`config.mk`:
```
export PLATFORM = sky130hd
export DESIGN_NAME = spi_master_mc_flat
export DESIGN_NICKNAME = d
export VERILOG_FILES = /design/src/rtl/spi_master_mc_if.sv /design/src/rtl/spi_master_mc.sv /design/src/flat_wrapper.sv
export SDC_FILE = /design/constraint.sdc
export NUM_CORES = 1
export LEC_CHECK = 0
export CAP_MARGIN = 0
export CORE_MARGIN = 2
export CORE_UTILIZATION = 50
export DETAILED_ROUTE_END_ITERATION = 7
export PLACE_DENSITY = 0.81
export SLEW_MARGIN = 20
export SYNTH_ARGS = -nofsm -noshare
export SYNTH_HDL_FRONTEND = slang
export SYNTH_SLANG_ARGS = --single-unit
```
`constraint.sdc`:
```
create_clock -name GCLK -period 2.86 [get_ports GCLK]
set_input_delay 0.715 -clock GCLK [delete_from_list [all_inputs] [get_ports GCLK]]
set_output_delay 0.715 -clock GCLK [all_outputs]
set_load 0.01 [all_outputs]
```
`src/rtl/spi_master_mc_if.sv`:
```
// spi_master_mc_if: request, configuration and status bus plus the SPI pins of
// spi_master_mc. The loopback_i control exists only when SPI_MASTER_MC_LOOPBACK_EN
// is defined. The slave modport is the SPI master core; master is its requester.
interface spi_master_mc_if #(
  parameter int NUM_CS   = 4,
  parameter int MAX_WORD = 32,
  parameter int DIV_W    = 8,
  parameter int TIM_W    = 8
);
  localparam int CS_W = (NUM_CS > 1) ? $clog2(NUM_CS) : 1;
  localparam int WL_W = $clog2(MAX_WORD);

  logic                start_i;
  logic                busy_o;
  logic                done_o;
  logic                err_o;
  logic [CS_W-1:0]     cs_sel_i;
  logic [1:0]          spi_mode_i;
  logic [DIV_W-1:0]    clk_div_i;
  logic [WL_W-1:0]     word_len_i;
  logic                lsb_first_i;
  logic [TIM_W-1:0]    t_IFG_i;
  logic [TIM_W-1:0]    t_CS_SCK_i;
  logic [TIM_W-1:0]    t_SCK_CS_i;
  logic [MAX_WORD-1:0] mosi_data_i;
  logic [MAX_WORD-1:0] miso_data_o;
  logic                MISO_i;
  logic                MOSI_o;
  logic                SCLK_o;
  logic [NUM_CS-1:0]   CS_o;
`ifdef SPI_MASTER_MC_LOOPBACK_EN
  logic                loopback_i;
`endif

  modport slave (
`ifdef SPI_MASTER_MC_LOOPBACK_EN
    input  loopback_i,
`endif
    input  start_i, cs_sel_i, spi_mode_i, clk_div_i, word_len_i, lsb_first_i,
    input  t_IFG_i, t_CS_SCK_i, t_SCK_CS_i, mosi_data_i, MISO_i,
    output busy_o, done_o, err_o, miso_data_o, MOSI_o, SCLK_o, CS_o
  );

  modport master (
`ifdef SPI_MASTER_MC_LOOPBACK_EN
    output loopback_i,
`endif
    output start_i, cs_sel_i, spi_mode_i, clk_div_i, word_len_i, lsb_first_i,
    output t_IFG_i, t_CS_SCK_i, t_SCK_CS_i, mosi_data_i, MISO_i,
    input  busy_o, done_o, err_o, miso_data_o, MOSI_o, SCLK_o, CS_o
  );
endinterface

```
`src/rtl/spi_master_mc.sv`:
```
// spi_master_mc: multi-chip-select SPI master with runtime word length, SCLK
// divider, bit order and CS lead/trail/inter-frame timing.
// Optional feature macro: SPI_MASTER_MC_LOOPBACK_EN (internal MOSI->sample loopback).
module spi_master_mc #(
  parameter int NUM_CS   = 4,
  parameter int MAX_WORD = 32,
  parameter int DIV_W    = 8,
  parameter int TIM_W    = 8
) (
  input  logic           GCLK,
  input  logic           RST_N,
  spi_master_mc_if.slave bus
);
  localparam int              CS_W     = (NUM_CS > 1) ? $clog2(NUM_CS) : 1;
  localparam int              WL_W     = $clog2(MAX_WORD);
  localparam logic [CS_W:0]   NUM_CS_V = (CS_W + 1)'(NUM_CS);

  typedef enum logic [2:0] {ST_IDLE, ST_LEAD, ST_XFER, ST_TRAIL, ST_GAP} state_e;
  state_e state_q, state_d;

  logic [TIM_W-1:0]    cnt_q, cnt_d, lead_q, lead_d, trail_q, trail_d, ifg_q, ifg_d;
  logic [DIV_W-1:0]    hp_q, hp_d, div_q, div_d;
  logic [WL_W:0]       sck_cnt_q, sck_cnt_d;
  logic [WL_W-1:0]     wl_q, wl_d;
  logic                lsb_q, lsb_d, cpha_q, cpha_d;
  logic [MAX_WORD-1:0] tx_q, tx_d, rx_q, rx_d, miso_q, miso_d;
  logic [NUM_CS-1:0]   cs_n_q, cs_n_d;
  logic                sclk_q, sclk_d, mosi_q, mosi_d, done_q, done_d, err_q, err_d;

  logic            sel_ok, accept, reject, hp_end, last_edge, lead_end, trail_end, gap_end;
  logic            leading, sample_now, drive_now, sample_bit;
  logic [WL_W-1:0] bit_j, drive_j, sample_pos, drive_pos, first_pos;

  // Edge k (1..2N) retires at the end of half-period k; sck_cnt_q counts retired
  // edges, so bit index j = sck_cnt_q/2 serves both sampling and driving.
  assign sel_ok     = ({1'b0, bus.cs_sel_i} < NUM_CS_V);
  assign accept     = (state_q == ST_IDLE) && bus.start_i && sel_ok;
  assign reject     = (state_q == ST_IDLE) && bus.start_i && !sel_ok;
  assign hp_end     = (hp_q == div_q - DIV_W'(1));
  assign last_edge  = (sck_cnt_q == {wl_q, 1'b1});
  assign lead_end   = (cnt_q == lead_q);
  assign trail_end  = (cnt_q == trail_q);
  assign gap_end    = (cnt_q == ifg_q - TIM_W'(1));
  assign leading    = ~sck_cnt_q[0];
  assign sample_now = leading ^ cpha_q;
  assign drive_now  = ~sample_now & ~last_edge;
  assign bit_j      = sck_cnt_q[WL_W:1];
  assign drive_j    = cpha_q ? bit_j : bit_j + WL_W'(1);
  assign sample_pos = lsb_q ? bit_j : wl_q - bit_j;
  assign drive_pos  = lsb_q ? drive_j : wl_q - drive_j;
  assign first_pos  = bus.lsb_first_i ? '0 : bus.word_len_i;

`ifdef SPI_MASTER_MC_LOOPBACK_EN
  logic lb_q, lb_d;
  assign sample_bit = lb_q ? mosi_q : bus.MISO_i;
`else
  assign sample_bit = bus.MISO_i;
`endif

  // State and datapath registers, asynchronous active-low reset.
  always_ff @(posedge GCLK or negedge RST_N) begin
    if (!RST_N) begin
      state_q   <= ST_IDLE;
      cnt_q     <= '0;
      lead_q    <= '0;
      trail_q   <= '0;
      ifg_q     <= '0;
      hp_q      <= '0;
      div_q     <= DIV_W'(1);
      sck_cnt_q <= '0;
      wl_q      <= '0;
      lsb_q     <= 1'b0;
      cpha_q    <= 1'b0;
      tx_q      <= '0;
      rx_q      <= '0;
      miso_q    <= '0;
      cs_n_q    <= '1;
      sclk_q    <= 1'b0;
      mosi_q    <= 1'b0;
      done_q    <= 1'b0;
      err_q     <= 1'b0;
`ifdef SPI_MASTER_MC_LOOPBACK_EN
      lb_q      <= 1'b0;
`endif
    end else begin
      state_q   <= state_d;
      cnt_q     <= cnt_d;
      lead_q    <= lead_d;
      trail_q   <= trail_d;
      ifg_q     <= ifg_d;
      hp_q      <= hp_d;
      div_q     <= div_d;
      sck_cnt_q <= sck_cnt_d;
      wl_q      <= wl_d;
      lsb_q     <= lsb_d;
      cpha_q    <= cpha_d;
      tx_q      <= tx_d;
      rx_q      <= rx_d;
      miso_q    <= miso_d;
      cs_n_q    <= cs_n_d;
      sclk_q    <= sclk_d;
      mosi_q    <= mosi_d;
      done_q    <= done_d;
      err_q     <= err_d;
`ifdef SPI_MASTER_MC_LOOPBACK_EN
      lb_q      <= lb_d;
`endif
    end
  end

  // Next-state logic: IDLE -> LEAD -> XFER -> TRAIL -> (GAP) -> IDLE.
  always_comb begin
    state_d = state_q;
    case (state_q)
      ST_IDLE:  if (accept) state_d = ST_LEAD;
      ST_LEAD:  if (lead_end) state_d = ST_XFER;
      ST_XFER:  if (hp_end && last_edge) state_d = ST_TRAIL;
      ST_TRAIL: if (trail_end) state_d = (ifg_q == '0) ? ST_IDLE : ST_GAP;
      ST_GAP:   if (gap_end) state_d = ST_IDLE;
      default:  state_d = ST_IDLE;
    endcase
  end

  // Datapath and registered outputs: config latch, SCLK/MOSI generation, sampling.
  always_comb begin
    lead_d    = lead_q;
    trail_d   = trail_q;
    ifg_d     = ifg_q;
    hp_d      = hp_q;
    div_d     = div_q;
    sck_cnt_d = sck_cnt_q;
    wl_d      = wl_q;
    lsb_d     = lsb_q;
    cpha_d    = cpha_q;
    tx_d      = tx_q;
    rx_d      = rx_q;
    miso_d    = miso_q;
    cs_n_d    = cs_n_q;
    sclk_d    = sclk_q;
    mosi_d    = mosi_q;
    done_d    = 1'b0;
    err_d     = 1'b0;
`ifdef SPI_MASTER_MC_LOOPBACK_EN
    lb_d      = lb_q;
`endif
    cnt_d = (state_d == state_q && state_q != ST_IDLE) ? cnt_q + TIM_W'(1) : '0;
    case (state_q)
      ST_IDLE: begin
        sclk_d = bus.spi_mode_i[1];
        mosi_d = 1'b0;
        err_d  = reject;
        if (accept) begin
          lead_d    = bus.t_CS_SCK_i;
          trail_d   = bus.t_SCK_CS_i;
          ifg_d     = bus.t_IFG_i;
          div_d     = (bus.clk_div_i == '0) ? DIV_W'(1) : bus.clk_div_i;
          wl_d      = bus.word_len_i;
          lsb_d     = bus.lsb_first_i;
          cpha_d    = bus.spi_mode_i[0];
          tx_d      = bus.mosi_data_i;
          rx_d      = '0;
          hp_d      = '0;
          sck_cnt_d = '0;
          cs_n_d    = ~(NUM_CS'(1) << bus.cs_sel_i);
          mosi_d    = bus.spi_mode_i[0] ? 1'b0 : bus.mosi_data_i[first_pos];
`ifdef SPI_MASTER_MC_LOOPBACK_EN
          lb_d      = bus.loopback_i;
`endif
        end
      end
      ST_XFER: begin
        if (hp_end) begin
          hp_d      = '0;
          sclk_d    = ~sclk_q;
          sck_cnt_d = sck_cnt_q + (WL_W + 1)'(1);
          if (sample_now) rx_d[sample_pos] = sample_bit;
          if (drive_now) mosi_d = tx_q[drive_pos];
        end else begin
          hp_d = hp_q + DIV_W'(1);
        end
      end
      ST_TRAIL: begin
        if (trail_end) begin
          cs_n_d = '1;
          done_d = 1'b1;
          miso_d = rx_q;
          mosi_d = 1'b0;
        end
      end
      default: ;
    endcase
  end

  assign bus.busy_o      = (state_q != ST_IDLE);
  assign bus.done_o      = done_q;
  assign bus.err_o       = err_q;
  assign bus.miso_data_o = miso_q;
  assign bus.MOSI_o      = mosi_q;
  assign bus.SCLK_o      = sclk_q;
  assign bus.CS_o        = cs_n_q;
endmodule
```
`src/flat_wrapper.sv`:
```
// flat-port wrapper written by rule: the top's interface ports become plain ports
module spi_master_mc_flat 
#(
  parameter int NUM_CS   = 4,
  parameter int MAX_WORD = 32,
  parameter int DIV_W    = 8,
  parameter int TIM_W    = 8
)
  (GCLK, RST_N, bus_start_i, bus_cs_sel_i, bus_spi_mode_i, bus_clk_div_i, bus_word_len_i, bus_lsb_first_i, bus_t_IFG_i, bus_t_CS_SCK_i, bus_t_SCK_CS_i, bus_mosi_data_i, bus_MISO_i, bus_busy_o, bus_done_o, bus_err_o, bus_miso_data_o, bus_MOSI_o, bus_SCLK_o, bus_CS_o);
  spi_master_mc_if #(.NUM_CS(NUM_CS), .MAX_WORD(MAX_WORD), .DIV_W(DIV_W), .TIM_W(TIM_W)) bus_i ();
  input  logic GCLK;
  input  logic RST_N;
  input wire logic [$bits(bus_i.start_i)-1:0] bus_start_i;
  input wire logic [$bits(bus_i.cs_sel_i)-1:0] bus_cs_sel_i;
  input wire logic [$bits(bus_i.spi_mode_i)-1:0] bus_spi_mode_i;
  input wire logic [$bits(bus_i.clk_div_i)-1:0] bus_clk_div_i;
  input wire logic [$bits(bus_i.word_len_i)-1:0] bus_word_len_i;
  input wire logic [$bits(bus_i.lsb_first_i)-1:0] bus_lsb_first_i;
  input wire logic [$bits(bus_i.t_IFG_i)-1:0] bus_t_IFG_i;
  input wire logic [$bits(bus_i.t_CS_SCK_i)-1:0] bus_t_CS_SCK_i;
  input wire logic [$bits(bus_i.t_SCK_CS_i)-1:0] bus_t_SCK_CS_i;
  input wire logic [$bits(bus_i.mosi_data_i)-1:0] bus_mosi_data_i;
  input wire logic [$bits(bus_i.MISO_i)-1:0] bus_MISO_i;
  output wire logic [$bits(bus_i.busy_o)-1:0] bus_busy_o;
  output wire logic [$bits(bus_i.done_o)-1:0] bus_done_o;
  output wire logic [$bits(bus_i.err_o)-1:0] bus_err_o;
  output wire logic [$bits(bus_i.miso_data_o)-1:0] bus_miso_data_o;
  output wire logic [$bits(bus_i.MOSI_o)-1:0] bus_MOSI_o;
  output wire logic [$bits(bus_i.SCLK_o)-1:0] bus_SCLK_o;
  output wire logic [$bits(bus_i.CS_o)-1:0] bus_CS_o;
  assign bus_i.start_i = bus_start_i;
  assign bus_i.cs_sel_i = bus_cs_sel_i;
  assign bus_i.spi_mode_i = bus_spi_mode_i;
  assign bus_i.clk_div_i = bus_clk_div_i;
  assign bus_i.word_len_i = bus_word_len_i;
  assign bus_i.lsb_first_i = bus_lsb_first_i;
  assign bus_i.t_IFG_i = bus_t_IFG_i;
  assign bus_i.t_CS_SCK_i = bus_t_CS_SCK_i;
  assign bus_i.t_SCK_CS_i = bus_t_SCK_CS_i;
  assign bus_i.mosi_data_i = bus_mosi_data_i;
  assign bus_i.MISO_i = bus_MISO_i;
  assign bus_busy_o = bus_i.busy_o;
  assign bus_done_o = bus_i.done_o;
  assign bus_err_o = bus_i.err_o;
  assign bus_miso_data_o = bus_i.miso_data_o;
  assign bus_MOSI_o = bus_i.MOSI_o;
  assign bus_SCLK_o = bus_i.SCLK_o;
  assign bus_CS_o = bus_i.CS_o;
  spi_master_mc #(.NUM_CS(NUM_CS), .MAX_WORD(MAX_WORD), .DIV_W(DIV_W), .TIM_W(TIM_W)) u_core (.GCLK(GCLK), .RST_N(RST_N), .bus(bus_i));
endmodule
```
=== Word-level counts from Yosys, hierarchy flattened ===
Index checks and enable logic that the tools add are counted.

* $add $sub $neg: 8
* $lt $le $gt $ge: 4
* Equal/unequal tests: 15
* Shift-type cells: 1
* Mux-type cells: 43
* Bitwise logic cells: 7
* Reduce and logical (&&, ||, !) cells: 19

{| class="wikitable"
|+ Operator list
! operator !! count
|-
| 2-to-1 mux 32 bit || 3
|-
| case mux 32 bit (2 select lines) || 1
|-
| bitwise mux 32 bit || 1
|-
| equality test 8 bit || 4
|-
| 2-to-1 mux 8 bit || 4
|-
| 2-to-1 mux 5 bit || 4
|-
| less-than comparator 5 x 6 -> 1 bit, second input constant || 3
|-
| 2-to-1 mux 3 bit || 6
|-
| adder 8 x 1 -> 8 bit, second input constant || 2
|-
| zero test 8 bit || 2
|-
| case mux 8 bit (2 select lines) || 1
|-
| subtractor 8 x 1 -> 8 bit, second input constant || 2
|-
| case mux 3 bit (5 select lines) || 1
|-
| 2-to-1 mux 6 bit || 2
|-
| case mux 6 bit (2 select lines) || 1
|-
| 2-to-1 mux 1 bit || 11
|-
| binary-select mux 1 bit (select 5 bit) || 2
|-
| inequality test 2 x 1 -> 1 bit, second input constant || 5
|-
| subtractor 5 bit || 2
|-
| 2-to-1 mux 4 bit || 2
|-
| case mux 4 bit (2 select lines) || 1
|-
| AND reduction 2 bit || 4
|-
| AND reduction 4 bit || 2
|-
| adder 6 x 1 -> 6 bit, second input constant || 1
|-
| other kinds (20) || 30
|}

* Register bits: 167
* Input port bits: 78
* Output and inout bits: 41
* Logic and storage cells: 115

=== Logic depth before layout (Yosys ltp) ===
Gate-level depths: netlist of the first run.

* Depth after elaboration: 10
* Gate-level depth with buffers: 13
* Gate-level depth less buffers: 12

=== Worst setup path after synthesis of the first run ===
No wires, ideal clock.

* Path kind: reg-to-reg
* From: register u_core.sck_cnt_q[1]
* To: register u_core.mosi_q, in the netlist u_core.bus.MOSI_o
* Setup time: 0.127 ns
* Data arrival time: 2.953 ns
* Data required time: 2.733 ns
* Slack: -0.220 ns
* Cell stages (with the launch flop): 13
* Path buffers: 1
* Clock period less this slack: 3.080 ns
* Cell sequence: dfrtp_1 -> ha_1 -> mux2_2 -> fa_1 -> xor2_1 -> o221ai_1 -> buf_2 -> mux2_2 -> a2bb2oi_1 -> nor3b_1 -> a211oi_1 -> a211oi_2 -> a21oi_1

* Longest elaborated chain between the ends: 9
* Elaborated cells between the ends (all ways): 14
* Classes of those cells: add/sub: 2; eq/ne: 2; mux: 7; bitwise: 2; reduce/logical: 1

{| class="wikitable"
|+ RTL lines
! what !! line !! source
|-
| start, declared || spi_master_mc.sv:23 || <nowiki>logic [WL_W:0] sck_cnt_q, sck_cnt_d;</nowiki>
|-
| start signal, assigned || spi_master_mc.sv:93 || <nowiki>sck_cnt_q <= sck_cnt_d;</nowiki>
|-
| adder 5 x 1 -> 5 bit || spi_master_mc.sv:48 || <nowiki>assign drive_j = cpha_q ? bit_j : bit_j + WL_W'(1);</nowiki>
|-
| 2-to-1 mux 5 bit || spi_master_mc.sv:48 ||
|-
| subtractor 5 bit || spi_master_mc.sv:50 || <nowiki>assign drive_pos = lsb_q ? drive_j : wl_q - drive_j;</nowiki>
|-
| 2-to-1 mux 5 bit || spi_master_mc.sv:50 ||
|-
| binary-select mux 1 bit (select 5 bit) || spi_master_mc.sv:177 || <nowiki>if (drive_now) mosi_d = tx_q[drive_pos];</nowiki>
|-
| 2-to-1 mux 1 bit (implied by the code) || spi_master_mc.sv:177 ||
|-
| 2-to-1 mux 1 bit || spi_master_mc.sv:177 ||
|-
| 2-to-1 mux 1 bit || spi_master_mc.sv:172 || <nowiki>if (hp_end) begin</nowiki>
|-
| case mux 1 bit (3 select lines) || spi_master_mc.sv:147 || <nowiki>case (state_q)</nowiki>
|-
| end signal, assigned || spi_master_mc.sv:102 || <nowiki>mosi_q <= mosi_d;</nowiki>
|-
| end, declared || spi_master_mc.sv:28 || <nowiki>logic sclk_q, sclk_d, mosi_q, mosi_d, done_q, done_d, err_q, err_d;</nowiki>
|}

Parallel ways exist; a longest one is shown, timed or not. The select of a mux whose other input is x is not followed.
A chain may end at the register's enable or synchronous reset.

=== Worst setup path after layout of the first run ===
Ends and elaborated chain as after synthesis.

==> summary.md, run 1 <==
| Metric | Value |
|---|---|
| First DRT Iteration DRCs | `512` |
| Max transition margin | `58.38%` |
| Layout Nets | `1219` |
| Fmax | `0.3359 GHz` |
| TNS Setup | `-0.1174 ns` |
| Outcome | `finished, violations left` |
| Die height | `136.1 um` |
| Initial Utilization | `50.76%` |
| Number of global-route vias before repair | `7246` |
| Utilization after layout | `63.79%` |
| Rows | `48` |
| Number of max-cap violations | `0` |
| Final instance area | `10960 um^2` |
| Synth Instances | `1001` |
| Hpwl dp | `14640 um` |
| # clock sinks | `167` |
| Fill cells | `1452` |
| Synth area leader | `dfrtp_1` |
| Synth top area share | `46.50%` |
| Unrepaired setup endpoints after global routing | `true` |
| LEAKAGE | `5.178 nW` |
| Die extent in x | `136.1 um` |
| CTS H-tree lvls | `4` |
| Worst-Skew Late Latency | `0.44 ns` |
| Critical Path Stages | `12` |
| Vias after detailed routing | `7438` |
| Diode count | `0` |
| Worst Reg-to-Reg Cells | `12` |
| Syn Nets | `1096` |
| Worst hold slack | `0.2832 ns` |
| I/O pin cnt | `119` |
| Fraction of layout cells with a size suffix above 1 | `10.29%` |
| Post-synth EDFFs | `0` |
| CTS max path bufs | `2` |
| Core ar. | `17180 um^2` |
| Routed wire length | `20360 um` |
| Drc violations | `0` |
| Count of cell types in the netlist | `63` |
| Family with the most delay on the worst path | `compound AO/OA/AOI/OAI gates` |
| Final Setup Violations | `1` |
| Routability cong. | `0.8456` |
| Worst-margin pin slew | `0.6243 ns` |
| Asr flop ratio synth | `100.0%` |
| Worst path max stage delay | `0.41 ns` |
| Kind of critical path | `flip-flop to flip-flop` |
| Post-Syn Area per Cell | `8.710 um^2` |
| Global-route wire length before repair | `34670 um` |
| Final Hold Viols | `0` |
| TritonRoute pass-1 iters | `5` |
| Largest net degree at the start of global routing | `78` |
| Yosys warning count | `0` |
| Crit Path Max Fanout | `8` |
| Worst path buffer plus inverter count | `1` |
| Pwr dens | `441.8 nW/um^2` |
| Most common flop cell mapped by yosys | `dfrtp_1` |
| Placed Area | `10300 um^2` |
| CP arrival | `3.28 ns` |
| Top cells by area, synth | `dfrtp_1 (46%), nand2_1 (15%), o21ai_0 (5.5%)` |
| Dpl cells | `1330` |
| Number of synthesized register bits | `167` |
| Die ar. | `18510 um^2` |
| Crit end category | `flip-flop` |
| Total GRT Usage | `23.34%` |
| Area growth from synthesis to layout | `25.67%` |
| Total grt overflow | `0` |
| Total power | `4.841 mW` |
| Setup ws final | `-0.1174 ns` |
| Port bufs | `117` |
| Hold crit path type | `input pin to asynchronous set/reset pin` |
| Finished Layout Cells | `1362` |
| Worst-path clk slew | `0.06 ns` |
| Initial antenna violation count | `0` |
| Final worst path period share | `104.1%` |
| CP startpoint kind | `flip-flop` |
| Place WS | `-0.1743 ns` |
| Antenna-violating nets left | `0` |
| Seq/Total Area, Yosys | `48.01%` |
| Number of CTS-inserted buffers | `17` |
| Tmin final | `2.977 ns` |
| Clk_skew | `0.01657 ns` |
| WL/cell | `14.94 um` |
| Post-CTS setup buffers | `0` |
| Pins Over Slew Limit | `0` |
| DR vias/cell | `5.461` |
| Critical-path cell list | `ha_1, mux2_4, fa_2, xor2_1, o221ai_1, buf_4, mux2_4, a2bb2oi_2, nor3b_2, a211oi_2, a211oi_2, a21oi_1` |
| Peak supply drop | `452.5 uV` |
| Crit path max-delay cell type | `dfrtp_2` |
| Mapped Area | `8718 um^2` |
| Clock Tree Root | `clkbuf_16` |
| CP required | `3.17 ns` |
| Failing checks | `setup timing` |
| CTS tree | `done` |
path summary, 6_finish.rpt:
check | startpoint | endpoint | slack [ns]
worst max-delay path | u_core.sck_cnt_q[1]$_DFFE_PN0P_ | u_core.bus.MOSI_o$_DFFE_PN0P_ | -0.12
worst min-delay path | RST_N | u_core.bus.miso_data_o[26]$_DFFE_PN0P_ | 0.28
worst max register to register | u_core.sck_cnt_q[1]$_DFFE_PN0P_ | u_core.bus.MOSI_o$_DFFE_PN0P_ | -0.12
worst min register to register | u_core.rx_q[29]$_DFFE_PN0P_ | u_core.bus.miso_data_o[29]$_DFFE_PN0P_ | 0.46
max in group asynchronous | RST_N | u_core.tx_q[3]$_DFFE_PN0P_ | 1.83
min in group GCLK | u_core.rx_q[29]$_DFFE_PN0P_ | u_core.bus.miso_data_o[29]$_DFFE_PN0P_ | 0.46
sequential cells by signal, summed over array words and instances (netlist names):
| register | cells |
|---|---|
| u_core.sck_cnt_q | 6 |
| u_core.hp_q | 8 |
| u_core.lead_q | 8 |
| u_core.wl_q | 5 |
| u_core.bus.miso_data_o | 32 |
| u_core.bus.CS_o | 4 |
| u_core.tx_q | 32 |
| u_core.lsb_q | 1 |
| u_core.rx_q | 32 |
| u_core.bus.SCLK_o | 1 |
| u_core.bus.MOSI_o | 1 |
| u_core.state_q | 3 |
| u_core.cpha_q | 1 |
| u_core.ifg_q | 8 |
| u_core.div_q | 8 |
| u_core.trail_q | 8 |
| u_core.cnt_q | 8 |
| u_core.bus.done_o | 1 |
routing by layer:
layer,global-route usage (%),up-vias,share of wire (%)
li1,-,3608,-
met1,32.11,3581,46
met2,37.86,222,48
met3,4.623,27,5.0
met4,6.366,0,1.3
met5,0,-,0
repair_timing:
action / CTS / global route
hold buffers: 0 / 0
pin swaps: 2 / 4
setup endpoints to repair: 1 / 22
gates resized for setup: 4 / 20
hold endpoints to repair: 0 / 0
cell type report:
type | instances | area [um^2] | area share (%)
multi-input cells | 752 | 4305 | 39.29
flip-flops and latches | 167 | 4187 | 38.21
repair buffers | 157 | 1501 | 13.70
clock buffers | 25 | 475.5 | 4.339
well taps | 225 | 281.5 | 2.569
inverters | 29 | 108.9 | 0.9935
clock inverters | 7 | 97.59 | 0.8907
synthesized netlist by cell type, types with 15 or more instances:
library cell and instances:
ha_1 15, xor2_1 25, clkbuf_1 39, nand3_1 21, mux2i_1 20, a31oi_1 16
a21oi_1 17, nand2_1 343, nor2_1 36, o21ai_0 95, inv_1 28, dfrtp_1 162
xnor2_1 33
report_power, final:
group	internal, mW	leakage [nW]	switching, mW
clock network	1.33	0.272	0.915
logic	0.130	2.66	0.0964
registers	2.36	2.25	0.000699
total	3.83	5.18	1.01
cell usage in the layout, fill, tap and decap left out, types with 5 or more instances in the layout:
cell and n:
o22ai_1 5, a31oi_1 16, buf_4 37, xnor2_1 31
nand4_1 5, nand3_1 21, o21ai_0 92, nor2_1 35
clkdlybuf4s50_1 116, nor3b_1 5, nor2b_1 5, ha_1 13
mux2i_1 20, mux4_2 9, a21oi_1 17, xor2_1 25
o21ai_1 9, and3_1 7, inv_1 28, nand2b_1 6
nor4_1 6, nand2_1 337, dfstp_2 5, nand2_2 6
nor3_1 11, clkbuf_1 6, clkbuf_16 17, dfrtp_1 161
cell families (layout without fill, tap and decap cells):
group           after synthesis  in the layout  synth area share [%]
compound gates              172            172                 11.47
xor+xnor                     58             58                 5.827
fa+ha+maj                    17             17                 2.612
buf+inv                      82            218                 3.731
flops                       167            167                 48.01
mux                          34             34                 5.396
other cells                   1              1               0.04301
simple gates                470            470                 22.92
(Power assumes the default switching activity.)
==> run 2, diff against run 1 <==
--- a/config.mk
+++ b/config.mk
@@ -6,10 +6,11 @@
 export NUM_CORES = 1
 export LEC_CHECK = 0
 export CAP_MARGIN = 0
-export CORE_MARGIN = 2
-export CORE_UTILIZATION = 50
+export CORE_MARGIN = 4
+export CORE_UTILIZATION = 52
+export CTS_BUF_LIST = sky130_fd_sc_hd__clkbuf_4
 export DETAILED_ROUTE_END_ITERATION = 7
-export PLACE_DENSITY = 0.81
+export PLACE_DENSITY = 0.83
 export SLEW_MARGIN = 20
 export SYNTH_ARGS = -nofsm -noshare
 export SYNTH_HDL_FRONTEND = slang
==> run 2 against run 1 <==
Against the previous run:
- the flow still finishes with violations (setup timing)
- die area rose by 2.1%
- fmax fell by 0.16%
- via count barely moved
==> summary.md, run 2 (synthesis gave the netlist of run 1 again) <==
| Metric | Value |
|---|---|
| Number of global-route vias before repair | `7164 (was 7246)` |
| Drc violations | `0 (unchanged)` |
| Largest net degree at the start of global routing | `66 (was 78)` |
| Routed wire length | `20570 um (was 20360 um)` |
| Routability cong. | `0.8850 (was 0.8456)` |
| Tmin final | `2.982 ns (was 2.977 ns)` |
| Fraction of layout cells with a size suffix above 1 | `11.15% (was 10.29%)` |
| Hold_buf cts | `0 (unchanged)` |
| Final worst path period share | `104.3% (was 104.1%)` |
| Failing checks | `setup timing (unchanged)` |
| Crit path max-delay cell type | `dfrtp_1 (was dfrtp_2)` |
| Pwr dens | `371.2 nW/um^2 (was 441.8 nW/um^2)` |
| Outcome | `finished, violations left (unchanged)` |
| Total GRT Usage | `22.72% (was 23.34%)` |
| Unrepaired setup endpoints after global routing | `true (unchanged)` |
| Hpwl dp | `14930 um (was 14640 um)` |
| Setup ws final | `-0.1222 ns (was -0.1174 ns)` |
| Worst-Skew Late Latency | `0.58 ns (was 0.44 ns)` |
| Worst path max stage delay | `0.43 ns (was 0.41 ns)` |
| Minimum setup slack among reg-to-reg paths | `-0.12 ns (about the same)` |
| Finished Layout Cells | `1359 (was 1362)` |
| Most common cell after layout, fill and taps aside | `nand2_1 (unchanged)` |
| Die height | `137.5 um (was 136.1 um)` |
| Total grt overflow | `0 (unchanged)` |
| Core ar. | `16520 um^2 (was 17180 um^2)` |
| Final instance area | `10710 um^2 (was 10960 um^2)` |
| Port bufs | `117 (unchanged)` |
| Crit Path Max Fanout | `7 (was 8)` |
| Kind of critical path | `flip-flop to flip-flop (unchanged)` |
| First DRT Iteration DRCs | `510 (was 512)` |
| LEAKAGE | `5.077 nW (was 5.178 nW)` |
| # clock sinks | `167 (unchanged)` |
| WL/cell | `15.13 um (was 14.94 um)` |
| Commonest non-fill, non-tap cells in the layout | `nand2_1 (337), dfrtp_1 (161), clkdlybuf4s50_1 (116) (unchanged)` |
| Critical-path cell list | `ha_4, mux2_4, fa_2, xor2_1, o221ai_1, buf_4, mux2_4, a2bb2oi_1, nor3b_2, a211oi_2, a211oi_2, a21oi_1 (was ha_1, mux2_4, fa_2, xor2_1, o221ai_1, buf_4, mux2_4, a2bb2oi_2, nor3b_2, a211oi_2, a211oi_2, a21oi_1)` |
| Final Setup Violations | `1 (unchanged)` |
| Initial Utilization | `52.76% (was 50.76%)` |
| Vias after detailed routing | `7436 (was 7438)` |
| Rows | `47 (was 48)` |
| Worst-margin pin slew | `0.7782 ns (was 0.6243 ns)` |
| Die extent in x | `137.5 um (was 136.1 um)` |
| Die ar. | `18900 um^2 (was 18510 um^2)` |
| CTS H-tree lvls | `4 (unchanged)` |
| Layout Nets | `1221 (was 1219)` |
| Hold crit path type | `input pin to asynchronous set/reset pin (unchanged)` |
| TritonRoute pass-1 iters | `5 (unchanged)` |
| CTS tree | `done (unchanged)` |
| Final Hold Viols | `0 (unchanged)` |
| CP arrival | `3.45 ns (was 3.28 ns)` |
| Clk_skew | `0.01667 ns (was 0.01657 ns)` |
| Initial antenna violation count | `0 (unchanged)` |
| CP startpoint kind | `flip-flop (unchanged)` |
| CTS max path bufs | `2 (unchanged)` |
| Pins Over Slew Limit | `0 (unchanged)` |
| Fmax | `0.3353 GHz (was 0.3359 GHz)` |
| Placed Area | `10310 um^2 (was 10300 um^2)` |
| CP required | `3.33 ns (was 3.17 ns)` |
| Number of max-cap violations | `0 (unchanged)` |
| Global-route wire length before repair | `34300 um (was 34670 um)` |
| Family with the most delay on the worst path | `compound AO/OA/AOI/OAI gates (unchanged)` |
| Diode count | `0 (unchanged)` |
| Antenna-violating nets left | `0 (unchanged)` |
| Worst-path clk slew | `0.14 ns (was 0.06 ns)` |
| I/O pin cnt | `119 (unchanged)` |
| Worst path buffer plus inverter count | `1 (unchanged)` |
| Dpl cells | `1326 (was 1330)` |
| Utilization after layout | `64.81% (was 63.79%)` |
| Peak supply drop | `266.8 uV (was 452.5 uV)` |
| Area growth from synthesis to layout | `22.83% (was 25.67%)` |
| Clock Tree Root | `clkbuf_4 (was clkbuf_16)` |
| Crit end category | `flip-flop (unchanged)` |
| Number of CTS-inserted buffers | `17 (unchanged)` |
| DR vias/cell | `5.472 (was 5.461)` |
| Max transition margin | `47.57% (was 58.38%)` |
-- run 2: cell types whose count changed in the layout (fill, tap and decap cells not counted), sizes merged --
| cell | change |
|---|---|
| inv | +4 |
| buf | +2 |
| clkbuf | -8 |
| clkinv | +4 |
-- run 2: final cells by class --
class / count / area [um^2]
tap: 220 / 275.3
multi-input combinational: 752 / 4334
inverter: 29 / 108.9
clock buffer: 17 / 127.6
clock inverter: 15 / 147.6
sequential: 167 / 4187
fill: 1366 / 5816
timing repair buffer: 159 / 1529
-- run 2: where the power goes --
| group | internal, mW | switching (mW) | total (mW) |
|---|---|---|---|
| Clock | 0.521 | 0.861 | 1.38 |
| Sequential | 2.36 | 0.000680 | 2.36 |
| Combinational | 0.132 | 0.0980 | 0.230 |
| Total | 3.02 | 0.959 | 3.97 |
-- run 2: stage by stage --
step | power [mW] | setup TNS [ns] | hold WS [ns] | setup WS, ns
after global routing | 4.125 | -0.7309 | 0.04497 | -0.2575
after CTS | 4.001 | -0.05524 | 0.03235 | -0.05524
after detailed placement | 2.640 | -0.1751 | 0.4464 | -0.1751
after global placement | 2.636 | -0.1169 | 0.4444 | -0.1169
final | 3.975 | -0.1222 | 0.04017 | -0.1222
after floorplan | 2.450 | -0.04807 | 0.4194 | -0.04807
-- run 2: final timing paths --
check / startpoint / endpoint / cells past startpoint
worst max-delay path: u_core.sck_cnt_q[2]$_DFFE_PN0P_ / u_core.bus.MOSI_o$_DFFE_PN0P_ / 12
worst min register to register: u_core.rx_q[20]$_DFFE_PN0P_ / u_core.bus.miso_data_o[20]$_DFFE_PN0P_ / 2
min in group GCLK: u_core.rx_q[20]$_DFFE_PN0P_ / u_core.bus.miso_data_o[20]$_DFFE_PN0P_ / 2
max in group asynchronous: RST_N / u_core.bus.CS_o[3]$_DFFE_PN1P_ / 2
worst min-delay path: RST_N / u_core.bus.miso_data_o[29]$_DFFE_PN0P_ / 1
worst max register to register: u_core.sck_cnt_q[2]$_DFFE_PN0P_ / u_core.bus.MOSI_o$_DFFE_PN0P_ / 12
-- run 2: per-layer routing --
| metal | share of wire, % | up-vias | global-route usage (%) |
|---|---|---|---|
| met5 | 0 | - | 0 |
| met3 | 6.0 | 45 | 3.981 |
| met4 | 2.2 | 0 | 7.539 |
| met2 | 48 | 255 | 37.42 |
| li1 | - | 3614 | - |
| met1 | 44 | 3522 | 30.58 |
-- run 2: timing repair --
action | in CTS | in global routing
setup buffers | 0 | 1
pin swaps | 2 | 8
endpoints found under the setup margin | 2 | 37
resized for setup | 3 | 35
gates cloned | 0 | 0
